[config.mk]
export PLATFORM = sky130hd
export DESIGN_NAME = dlx_cu_pipe_flat
export DESIGN_NICKNAME = d
export VERILOG_FILES = /design/src/rtl/dlx_cu_pkg.sv /design/src/rtl/dlx_cu_pipe_if.sv /design/src/rtl/dlx_cu_decode.sv /design/src/rtl/dlx_cu_pipe.sv /design/src/flat_wrapper.sv
export SDC_FILE = /design/constraint.sdc
export NUM_CORES = 1
export LEC_CHECK = 0
export CORE_ASPECT_RATIO = 1.75
export CORE_MARGIN = 2
export CORE_UTILIZATION = 40
export CTS_CLUSTER_DIAMETER = 50
export DETAILED_ROUTE_END_ITERATION = 7
export MAX_ROUTING_LAYER = met4
export PLACE_DENSITY = 0.76
export SYNTH_ARGS = -nofsm -noshare
export SYNTH_HDL_FRONTEND = slang
export SYNTH_HIERARCHICAL = 1
export SYNTH_SLANG_ARGS = --single-unit
[constraint.sdc]
create_clock -name Clk -period 2.2 [get_ports Clk]
set_input_delay 0.44 -clock Clk [delete_from_list [all_inputs] [get_ports Clk]]
set_output_delay 0.44 -clock Clk [all_outputs]
set_load 0.005 [all_outputs]
[src/rtl/dlx_cu_pkg.sv]
// DLX pipelined control unit: opcode/func constants, ALU and jump encodings,
// and the per-stage control word carried down the pipeline.
package dlx_cu_pkg;

  localparam logic [5:0] OP_RTYPE = 6'h00;
  localparam logic [5:0] OP_J     = 6'h02;
  localparam logic [5:0] OP_BEQZ  = 6'h04;
  localparam logic [5:0] OP_BNEZ  = 6'h05;
  localparam logic [5:0] OP_ADDI  = 6'h08;
  localparam logic [5:0] OP_SUBI  = 6'h0A;
  localparam logic [5:0] OP_ANDI  = 6'h0C;
  localparam logic [5:0] OP_ORI   = 6'h0D;
  localparam logic [5:0] OP_XORI  = 6'h0E;
  localparam logic [5:0] OP_NOP   = 6'h15;
  localparam logic [5:0] OP_LW    = 6'h23;
  localparam logic [5:0] OP_SW    = 6'h2B;

  localparam logic [10:0] FN_ADD = 11'h020;
  localparam logic [10:0] FN_SUB = 11'h022;
  localparam logic [10:0] FN_AND = 11'h024;
  localparam logic [10:0] FN_OR  = 11'h025;
  localparam logic [10:0] FN_XOR = 11'h026;

  typedef enum logic [2:0] {
    ALU_NOP = 3'd0,
    ALU_ADD = 3'd1,
    ALU_SUB = 3'd2,
    ALU_AND = 3'd3,
    ALU_OR  = 3'd4,
    ALU_XOR = 3'd5
  } alu_op_t;

  typedef enum logic [1:0] {
    JMP_NONE   = 2'b00,
    JMP_BEQZ   = 2'b01,
    JMP_BNEZ   = 2'b10,
    JMP_UNCOND = 2'b11
  } jump_t;

  typedef struct packed {
    alu_op_t alu_op;
    logic    sel_imm;
    logic    dram_we;
    logic    read_mem;
    jump_t   jump_en;
    logic    rf_we;
    logic    wb_mux_sel;
    logic    illegal;
  } ctrl_t;

  localparam ctrl_t CTRL_BUBBLE = '0;

endpackage

[src/rtl/dlx_cu_pipe_if.sv]
// Instruction-in / control-out bundle of the DLX control unit.
// STALL exists only when DLX_CU_STALL_EN is defined.
interface dlx_cu_pipe_if #(
  parameter int unsigned ALU_OP_W = 6
);
  logic [31:0]         IR_IN;
  logic                IR_VALID;
  logic                FLUSH;
`ifdef DLX_CU_STALL_EN
  logic                STALL;
`endif
  logic [ALU_OP_W-1:0] ALU_OPCODE;
  logic                SEL_IMM;
  logic                DRAM_WE;
  logic                READ_MEM;
  logic [1:0]          JUMP_EN;
  logic                RF_WE;
  logic                WB_MUX_SEL;
  logic                ILLEGAL;

  modport master (
`ifdef DLX_CU_STALL_EN
    output STALL,
`endif
    output IR_IN, IR_VALID, FLUSH,
    input  ALU_OPCODE, SEL_IMM, DRAM_WE, READ_MEM, JUMP_EN, RF_WE, WB_MUX_SEL, ILLEGAL
  );

  modport slave (
`ifdef DLX_CU_STALL_EN
    input  STALL,
`endif
    input  IR_IN, IR_VALID, FLUSH,
    output ALU_OPCODE, SEL_IMM, DRAM_WE, READ_MEM, JUMP_EN, RF_WE, WB_MUX_SEL, ILLEGAL
  );
endinterface

[src/rtl/dlx_cu_decode.sv]
// Combinational DLX instruction decoder: instruction word -> control word.
module dlx_cu_decode
  import dlx_cu_pkg::*;
(
  input  logic [31:0] ir,
  input  logic        valid,
  output ctrl_t       ctrl
);

  logic [5:0]  opcode;
  logic [10:0] func;
  logic        unused_ir;

  assign opcode    = ir[31:26];
  assign func      = ir[10:0];
  assign unused_ir = ^ir[25:11];

  always_comb begin
    ctrl = CTRL_BUBBLE;
    if (valid) begin
      case (opcode)
        OP_RTYPE: begin
          ctrl.rf_we = 1'b1;
          case (func)
            FN_ADD:  ctrl.alu_op = ALU_ADD;
            FN_SUB:  ctrl.alu_op = ALU_SUB;
            FN_AND:  ctrl.alu_op = ALU_AND;
            FN_OR:   ctrl.alu_op = ALU_OR;
            FN_XOR:  ctrl.alu_op = ALU_XOR;
            default: begin
              ctrl.rf_we   = 1'b0;
              ctrl.illegal = 1'b1;
            end
          endcase
        end
        OP_ADDI: begin ctrl.alu_op = ALU_ADD; ctrl.sel_imm = 1'b1; ctrl.rf_we = 1'b1; end
        OP_SUBI: begin ctrl.alu_op = ALU_SUB; ctrl.sel_imm = 1'b1; ctrl.rf_we = 1'b1; end
        OP_ANDI: begin ctrl.alu_op = ALU_AND; ctrl.sel_imm = 1'b1; ctrl.rf_we = 1'b1; end
        OP_ORI:  begin ctrl.alu_op = ALU_OR;  ctrl.sel_imm = 1'b1; ctrl.rf_we = 1'b1; end
        OP_XORI: begin ctrl.alu_op = ALU_XOR; ctrl.sel_imm = 1'b1; ctrl.rf_we = 1'b1; end
        OP_LW: begin
          ctrl.alu_op     = ALU_ADD;
          ctrl.sel_imm    = 1'b1;
          ctrl.read_mem   = 1'b1;
          ctrl.rf_we      = 1'b1;
          ctrl.wb_mux_sel = 1'b1;
        end
        OP_SW: begin
          ctrl.alu_op  = ALU_ADD;
          ctrl.sel_imm = 1'b1;
          ctrl.dram_we = 1'b1;
        end
        OP_J:    ctrl.jump_en = JMP_UNCOND;
        OP_BEQZ: ctrl.jump_en = JMP_BEQZ;
        OP_BNEZ: ctrl.jump_en = JMP_BNEZ;
        OP_NOP:  ctrl = CTRL_BUBBLE;
        default: ctrl.illegal = 1'b1;
      endcase
    end
  end

endmodule

[src/rtl/dlx_cu_pipe.sv]
// DLX control-unit pipeline: decoded control word shifted through WB_STAGE
// registers; EX/MEM/WB output groups tap fixed stages. Optional STALL via DLX_CU_STALL_EN.
module dlx_cu_pipe
  import dlx_cu_pkg::*;
#(
  parameter int unsigned ALU_OP_W = 6,
  parameter int unsigned EX_STAGE = 3,
  parameter int unsigned WB_STAGE = EX_STAGE + 2
) (
  input  logic          Clk,
  input  logic          Rst,
  dlx_cu_pipe_if.slave  bus
);

  localparam int unsigned MEM_STAGE = EX_STAGE + 1;

  ctrl_t dec_word;
  ctrl_t stage_q [1:WB_STAGE];
  ctrl_t stage_d [1:WB_STAGE];
  logic  stall;

`ifdef DLX_CU_STALL_EN
  assign stall = bus.STALL;
`else
  assign stall = 1'b0;
`endif

  dlx_cu_decode u_decode (
    .ir    (bus.IR_IN),
    .valid (bus.IR_VALID),
    .ctrl  (dec_word)
  );

  // Per-stage next value resolved at elaboration: stages before EX hold on
  // stall, EX itself takes a bubble, later stages always advance.
  for (genvar k = 1; k <= WB_STAGE; k++) begin : g_next
    if (k == 1) begin : g_first
      if (EX_STAGE == 1) begin : g_is_ex
        assign stage_d[k] = (bus.FLUSH || stall) ? CTRL_BUBBLE : dec_word;
      end else begin : g_pre_ex
        assign stage_d[k] = bus.FLUSH ? CTRL_BUBBLE : (stall ? stage_q[k] : dec_word);
      end
    end else if (k < EX_STAGE) begin : g_hold
      assign stage_d[k] = stall ? stage_q[k] : stage_q[k-1];
    end else if (k == EX_STAGE) begin : g_ex
      assign stage_d[k] = stall ? CTRL_BUBBLE : stage_q[k-1];
    end else begin : g_adv
      assign stage_d[k] = stage_q[k-1];
    end
  end

  always_ff @(posedge Clk) begin
    if (Rst) begin
      stage_q <= '{default: CTRL_BUBBLE};
    end else begin
      stage_q <= stage_d;
    end
  end

  assign bus.ALU_OPCODE = ALU_OP_W'(stage_q[EX_STAGE].alu_op);
  assign bus.SEL_IMM    = stage_q[EX_STAGE].sel_imm;
  assign bus.ILLEGAL    = stage_q[EX_STAGE].illegal;
  assign bus.DRAM_WE    = stage_q[MEM_STAGE].dram_we;
  assign bus.READ_MEM   = stage_q[MEM_STAGE].read_mem;
  assign bus.JUMP_EN    = stage_q[MEM_STAGE].jump_en;
  assign bus.RF_WE      = stage_q[WB_STAGE].rf_we;
  assign bus.WB_MUX_SEL = stage_q[WB_STAGE].wb_mux_sel;

endmodule

[src/flat_wrapper.sv]
// flat-port wrapper written by rule: the top's interface ports become plain ports
module dlx_cu_pipe_flat import dlx_cu_pkg::*;
#(
  parameter int unsigned ALU_OP_W = 6,
  parameter int unsigned EX_STAGE = 3,
  parameter int unsigned WB_STAGE = EX_STAGE + 2
)
  (Clk, Rst, bus_IR_IN, bus_IR_VALID, bus_FLUSH, bus_ALU_OPCODE, bus_SEL_IMM, bus_DRAM_WE, bus_READ_MEM, bus_JUMP_EN, bus_RF_WE, bus_WB_MUX_SEL, bus_ILLEGAL);
  dlx_cu_pipe_if #(.ALU_OP_W(ALU_OP_W)) bus_i ();
  input  logic Clk;
  input  logic Rst;
  input wire logic [$bits(bus_i.IR_IN)-1:0] bus_IR_IN;
  input wire logic [$bits(bus_i.IR_VALID)-1:0] bus_IR_VALID;
  input wire logic [$bits(bus_i.FLUSH)-1:0] bus_FLUSH;
  output wire logic [$bits(bus_i.ALU_OPCODE)-1:0] bus_ALU_OPCODE;
  output wire logic [$bits(bus_i.SEL_IMM)-1:0] bus_SEL_IMM;
  output wire logic [$bits(bus_i.DRAM_WE)-1:0] bus_DRAM_WE;
  output wire logic [$bits(bus_i.READ_MEM)-1:0] bus_READ_MEM;
  output wire logic [$bits(bus_i.JUMP_EN)-1:0] bus_JUMP_EN;
  output wire logic [$bits(bus_i.RF_WE)-1:0] bus_RF_WE;
  output wire logic [$bits(bus_i.WB_MUX_SEL)-1:0] bus_WB_MUX_SEL;
  output wire logic [$bits(bus_i.ILLEGAL)-1:0] bus_ILLEGAL;
  assign bus_i.IR_IN = bus_IR_IN;
  assign bus_i.IR_VALID = bus_IR_VALID;
  assign bus_i.FLUSH = bus_FLUSH;
  assign bus_ALU_OPCODE = bus_i.ALU_OPCODE;
  assign bus_SEL_IMM = bus_i.SEL_IMM;
  assign bus_DRAM_WE = bus_i.DRAM_WE;
  assign bus_READ_MEM = bus_i.READ_MEM;
  assign bus_JUMP_EN = bus_i.JUMP_EN;
  assign bus_RF_WE = bus_i.RF_WE;
  assign bus_WB_MUX_SEL = bus_i.WB_MUX_SEL;
  assign bus_ILLEGAL = bus_i.ILLEGAL;
  dlx_cu_pipe #(.ALU_OP_W(ALU_OP_W), .EX_STAGE(EX_STAGE), .WB_STAGE(WB_STAGE)) u_core (.Clk(Clk), .Rst(Rst), .bus(bus_i));
endmodule
* After elaboration in Yosys (flattened, before gate mapping)
Cells that the tools add are included.
** Operators by class
- Muxes and demuxes :: 10
- Equality and inequality tests :: 16
- Bitwise gates (word level) :: 1
- Reduce and logical (&&, ||, !) cells :: 7
** Operator list (count)
- $eq 11x6->1 const B :: 5
- $eq 6x4->1 const B :: 5
- $pmux 3 s6 :: 1
- $pmux 3 s5 :: 1
- $eq 6x3->1 const B :: 2
- $eq 6x6->1 const B :: 2
- $reduce_or 11->1 :: 1
- $reduce_or 7->1 :: 1
- $eq 6x2->1 const B :: 1
- $eq 6x5->1 const B :: 1
- $logic_not 6->1 :: 1
- $pmux 2 s3 :: 1
- $reduce_or 3->1 :: 2
- $reduce_or 6->1 :: 1
- $mux 1 :: 5
- $reduce_or 5->1 :: 1
- $pmux 1 s2 :: 2
- $not 1->1 :: 1
** Word-level totals
- Output and inout bits :: 14
- Input port bits :: 36
- Bits in registers :: 37
- Word-level logic and storage cells :: 61

* Longest topological paths before layout
- Word-level depth :: 4
- Gate-level depth with buffers :: 6

* Hierarchy
The synthesis kept the hierarchy.
** By module, submodules not included
- dlx_cu_pipe :: area each 1237.4 um^2, instances 1, cells an instance 96, seq. area each 820.8 um^2
- dlx_cu_decode :: area each 332.8 um^2, instances 1, cells an instance 57, seq. area each 0.0 um^2

* Worst setup path before layout
No wires, ideal clock.
- Path kind :: input to register
- Start point :: input port bus_IR_IN[26]
- End point :: register u_core.stage_q (netlist bit u_core/stage_d[42])
- Cell stages on the path :: 6
- Required time :: 2.127 ns
- Setup slack :: 0.655 ns
- Arrival :: 1.473 ns
- Path through :: buf_2 > nor4_2 > nand4_1 > o32ai_1 > and2_1 > nor3b_2
** On the way
- Longest elaborated chain between the ends :: 3
** RTL lines
- start: declaration :: RTL line flat_wrapper.sv:12 : input wire logic [$bits(bus_i.IR_IN)-1:0] bus_IR_IN;
- $eq 6x6->1 / $eq 6x4->1 (equally long branches) :: RTL line dlx_cu_decode.sv:21 : case (opcode)
- $reduce_or 3->1 (no line)
- $pmux 3 s6 * :: RTL line dlx_cu_decode.sv:21
- end signal: assignment :: RTL line dlx_cu_pipe.sv:56 : stage_q <= stage_d;
- end: declaration :: RTL line dlx_cu_pipe.sv:18 : ctrl_t stage_q [1:WB_STAGE];
Mark *: on every way between the ends. The rest lies on a longest branch, timed or not.
A chain may end at the register's enable or synchronous reset.

* Worst setup path in the final report
- Start point :: input port bus_IR_IN[29]
- End point :: register u_core.stage_q (netlist bit u_core/stage_d[33])
** On the way
- Longest elaborated chain between the ends :: 3
** RTL lines (RTL line)
- $eq 6x6->1, or another cell as far along :: dlx_cu_decode.sv:21
- $reduce_or 11->1 (no line)
- $pmux 1 s2 * :: dlx_cu_decode.sv:21
Marked as above.

==> metrics.csv <==
stage;metric;value;unit
final_layout;layout cells sized above 1;14.2;%
power;Leak;0.741;nW
setup_path;crit end category;flip-flop;
flow_run;max cap viols;0;
sta;final setup TNS;0;ns
setup_path;slowest stage delay, CP;0.53;ns
synth;Seq cells post-synth;41;
sta;Tcrit/Tclk final;85.0;%
sta;Max Slew Vio Count;0;
synth;Synth Area in XOR/XNOR;1.67;%
floorplan;die area;4460;um^2
final_layout;P&R area growth vs syn;28.0;%
global_route;largest net degree at the start of global routing;42;
placed_design;RePlAce Congestion;0.821;
synth;Mapped Area;1570;um^2
floorplan;I/O pin count;50;
synth;Syn Area/Cell;10.3;um^2
outcome;outcome;completed;
sta;Least-Margin Pin Slew;0.591;ns
clocking;Skew-Pair Late Insertion Delay;0.28;ns
synth;largest family of logic cells by synthesized area;simple AND/OR/NAND/NOR gates;
routing;Antenna Nets Post-Route;0;
floorplan;initial core utilization;41.0;%
sta;# setup viols final;0;
clocking;CTS Buf Count;5;
global_route;Total GRT Usage;12.1;%
global_route;vias in the first global route;994;
clocking;Post-CTS Setup Inserts;0;
setup_path;Crit Path Class;in -> reg;
routing;Post-route DRC;0;
power;Power Dens Cells;765;nW/um^2
synth;Yosys cell types;27;
setup_path;Worst Path Required;2.35;ns
final_layout;fill count;349;
synth;synthesized-area fraction occupied by adder cells;0;%
routing;Max Used Layer;met4;
synth;Yosys warning count;6;
routing;DR pass1 iterations;4;
clocking;clock sink count;41;
clocking;H-tree depth;2;
routing;WL final;2200;um
clocking;Longest Clk Path Bufs;2;
routing;DR vias/cell;4.61;
routing;WL/cell;9.50;um
routing;met2 wire length;1160;um
setup_path;CP Buf/Inv Count;1;
sta;final worst path period need;1.87;ns
final_layout;Register Area;821;um^2
clocking;PostCTS Resize Cnt;0;
synth;mux share of post-synthesis cell area;0;%
synth;Synth Area in Simple Gates;32.8;%
setup_path;CP arrival;2.02;ns
global_route;initial antenna violation count;0;
clocking;CTS Hold Bufs;0;
synth;Synth Area in Compound Gates;5.34;%
sta;Min Hold Slack;0.435;ns
global_route;global-route wire length before repair;3800;um
final_layout;final net count;218;
setup_path;CP startpoint kind;primary input;
setup_path;critical-path cell list;clkdlybuf4s50_1 -> nor4_2 -> nand4_1 -> a21oi_1 -> nor3_1 -> nor3b_2;
routing;WL met3;132;um
final_layout;Final Core Density;52.5;%
final_layout;area of the multi-input gates;637;um^2
power;maximum vdd ir drop;0.000421;V
setup_path;CP max-delay cell;clkdlybuf4s50_1;
floorplan;Chip Height;86.9;um
clocking;clock slew at reported path FFs;0.07;ns
synth;Gate Count Post-Synth;153;
sta;unrepaired setup endpoints after global routing;false;
floorplan;# rows;30;
hold_path;Hold WC Path Type;reg -> reg;
sta;Setup Skew;0.00333;ns
routing;vias;1064;
clocking;CTS Root Cell;clkbuf_8;
global_route;grt total ovfl;0;
final_layout;n_diodes;0;
placed_design;post-DP HPWL;1600;um
routing;initial drt markers;19;
sta;slew margin rel.;60.4;%
setup_path;Max FO, Critical Path;6;
floorplan;Chip Width;51.4;um
placed_design;Port Buffers;31;
sta;FMAX;535;MHz
sta;final hold violation count;0;
clocking;CTS tree;done;
setup_path;CP delay by family, top;simple AND/OR/NAND/NOR gates;
routing;DRT met1 WL;809;um
floorplan;CORE AREA;3830;um^2
synth;post-synthesis sequential area ratio;52.3;%
cells by family after synthesis:
family          Yosys count
other cells               1
compound gates           13
simple gates             77
flops                    41
buf+inv                  18
xor+xnor                  3
power breakdown:
| part | internal, mW | switching (mW) |
|---|---|---|
| registers | 0.744 | 0.000425 |
| logic | 0.0557 | 0.0529 |
| clock network | 0.450 | 0.234 |
| total | 1.25 | 0.287 |
metal layers:
metal	GRT usage (%)	up-vias
met5	-	-
met4	8.37	0
met3	5.15	7
met2	21.3	36
met1	9.43	475
li1	-	546
sequential cells by signal, summed over array words and instances, names as in the netlist:
register / cells
u_core/bus.ALU_OPCODE: 3
u_core/bus.JUMP_EN: 2
u_core/stage_d: 30
u_core/bus.DRAM_WE: 1
u_core/bus.RF_WE: 1
u_core/bus.ILLEGAL: 1
u_core/bus.SEL_IMM: 1
u_core/bus.WB_MUX_SEL: 1
u_core/bus.READ_MEM: 1
metrics by stage:
stage / power, mW / worst slack, ns / instances / cell area, um^2
floorplan: 0.822 / 0.655 / 155 / 1580
global placement: 0.870 / 0.0836 / 223 / 1880
detailed placement: 0.871 / 0.0328 / 223 / 1880
CTS: 1.56 / 0.332 / 231 / 2010
global route: 1.60 / 0.224 / 231 / 2010
finish: 1.54 / 0.331 / 231 / 2010
cell type report:
cell class / instances / area share, %
clock buffers: 5 / 3.42
repair buffers: 37 / 17.7
flip-flops and latches: 41 / 40.8
well taps: 48 / 2.99
multi-input cells: 96 / 31.7
inverters: 1 / 0.187
clock inverters: 3 / 3.24
path summary, 6_finish.rpt:
path / from / to / slack [ns] / cells past startpoint
hold reg to reg: u_core/stage_d[33]$_SDFF_PP0_ / u_core/stage_d[22]$_SDFF_PP0_ / 0.44 / 1
setup / recovery: bus_IR_IN[29] / u_core/stage_d[33]$_SDFF_PP0_ / 0.33 / 6
hold / removal: u_core/stage_d[33]$_SDFF_PP0_ / u_core/stage_d[22]$_SDFF_PP0_ / 0.44 / 1
setup reg to reg: u_core/stage_d[17]$_SDFF_PP0_ / u_core/bus.DRAM_WE$_SDFF_PP0_ / 1.66 / 1
cell usage after synthesis:
cell type	n	share of area, %
a21oi_1	5	1.6
nor4b_1	1	0.56
nor3b_2	11	8.8
or3_1	1	0.40
inv_1	1	0.24
buf_6	1	0.72
nand2b_1	5	2.0
conb_1	1	0.24
nand3_1	2	0.64
xor2_1	3	1.7
nand2_1	6	1.4
nor3_1	3	0.96
o32ai_1	1	0.56
o22ai_1	1	0.40
nor4_2	1	0.80
nor4_1	1	0.40
dfxtp_1	41	52
nor2_1	9	2.2
o41ai_1	1	0.56
buf_2	6	1.9
a21o_1	1	0.48
a31oi_1	2	0.80
nand4_1	2	0.80
nor2b_1	33	13
and2_1	2	0.80
buf_4	10	4.8
o21a_1	2	0.96
cells in the final DEF (no fill, tap or decap), types with 2 or more instances in the layout:
cell	count
dfxtp_1	41
nand2_1	6
buf_4	6
nor3b_2	11
nor3_1	3
nor2_1	9
o21a_1	2
bufinv_16	2
clkdlybuf4s50_1	31
nand3_1	2
a31oi_1	2
nand2b_1	5
clkbuf_8	5
nand4_1	2
and2_1	2
xor2_1	3
conb_1	3
a21oi_1	5
nor2b_1	33
Power figures use the tool's default switching activity.
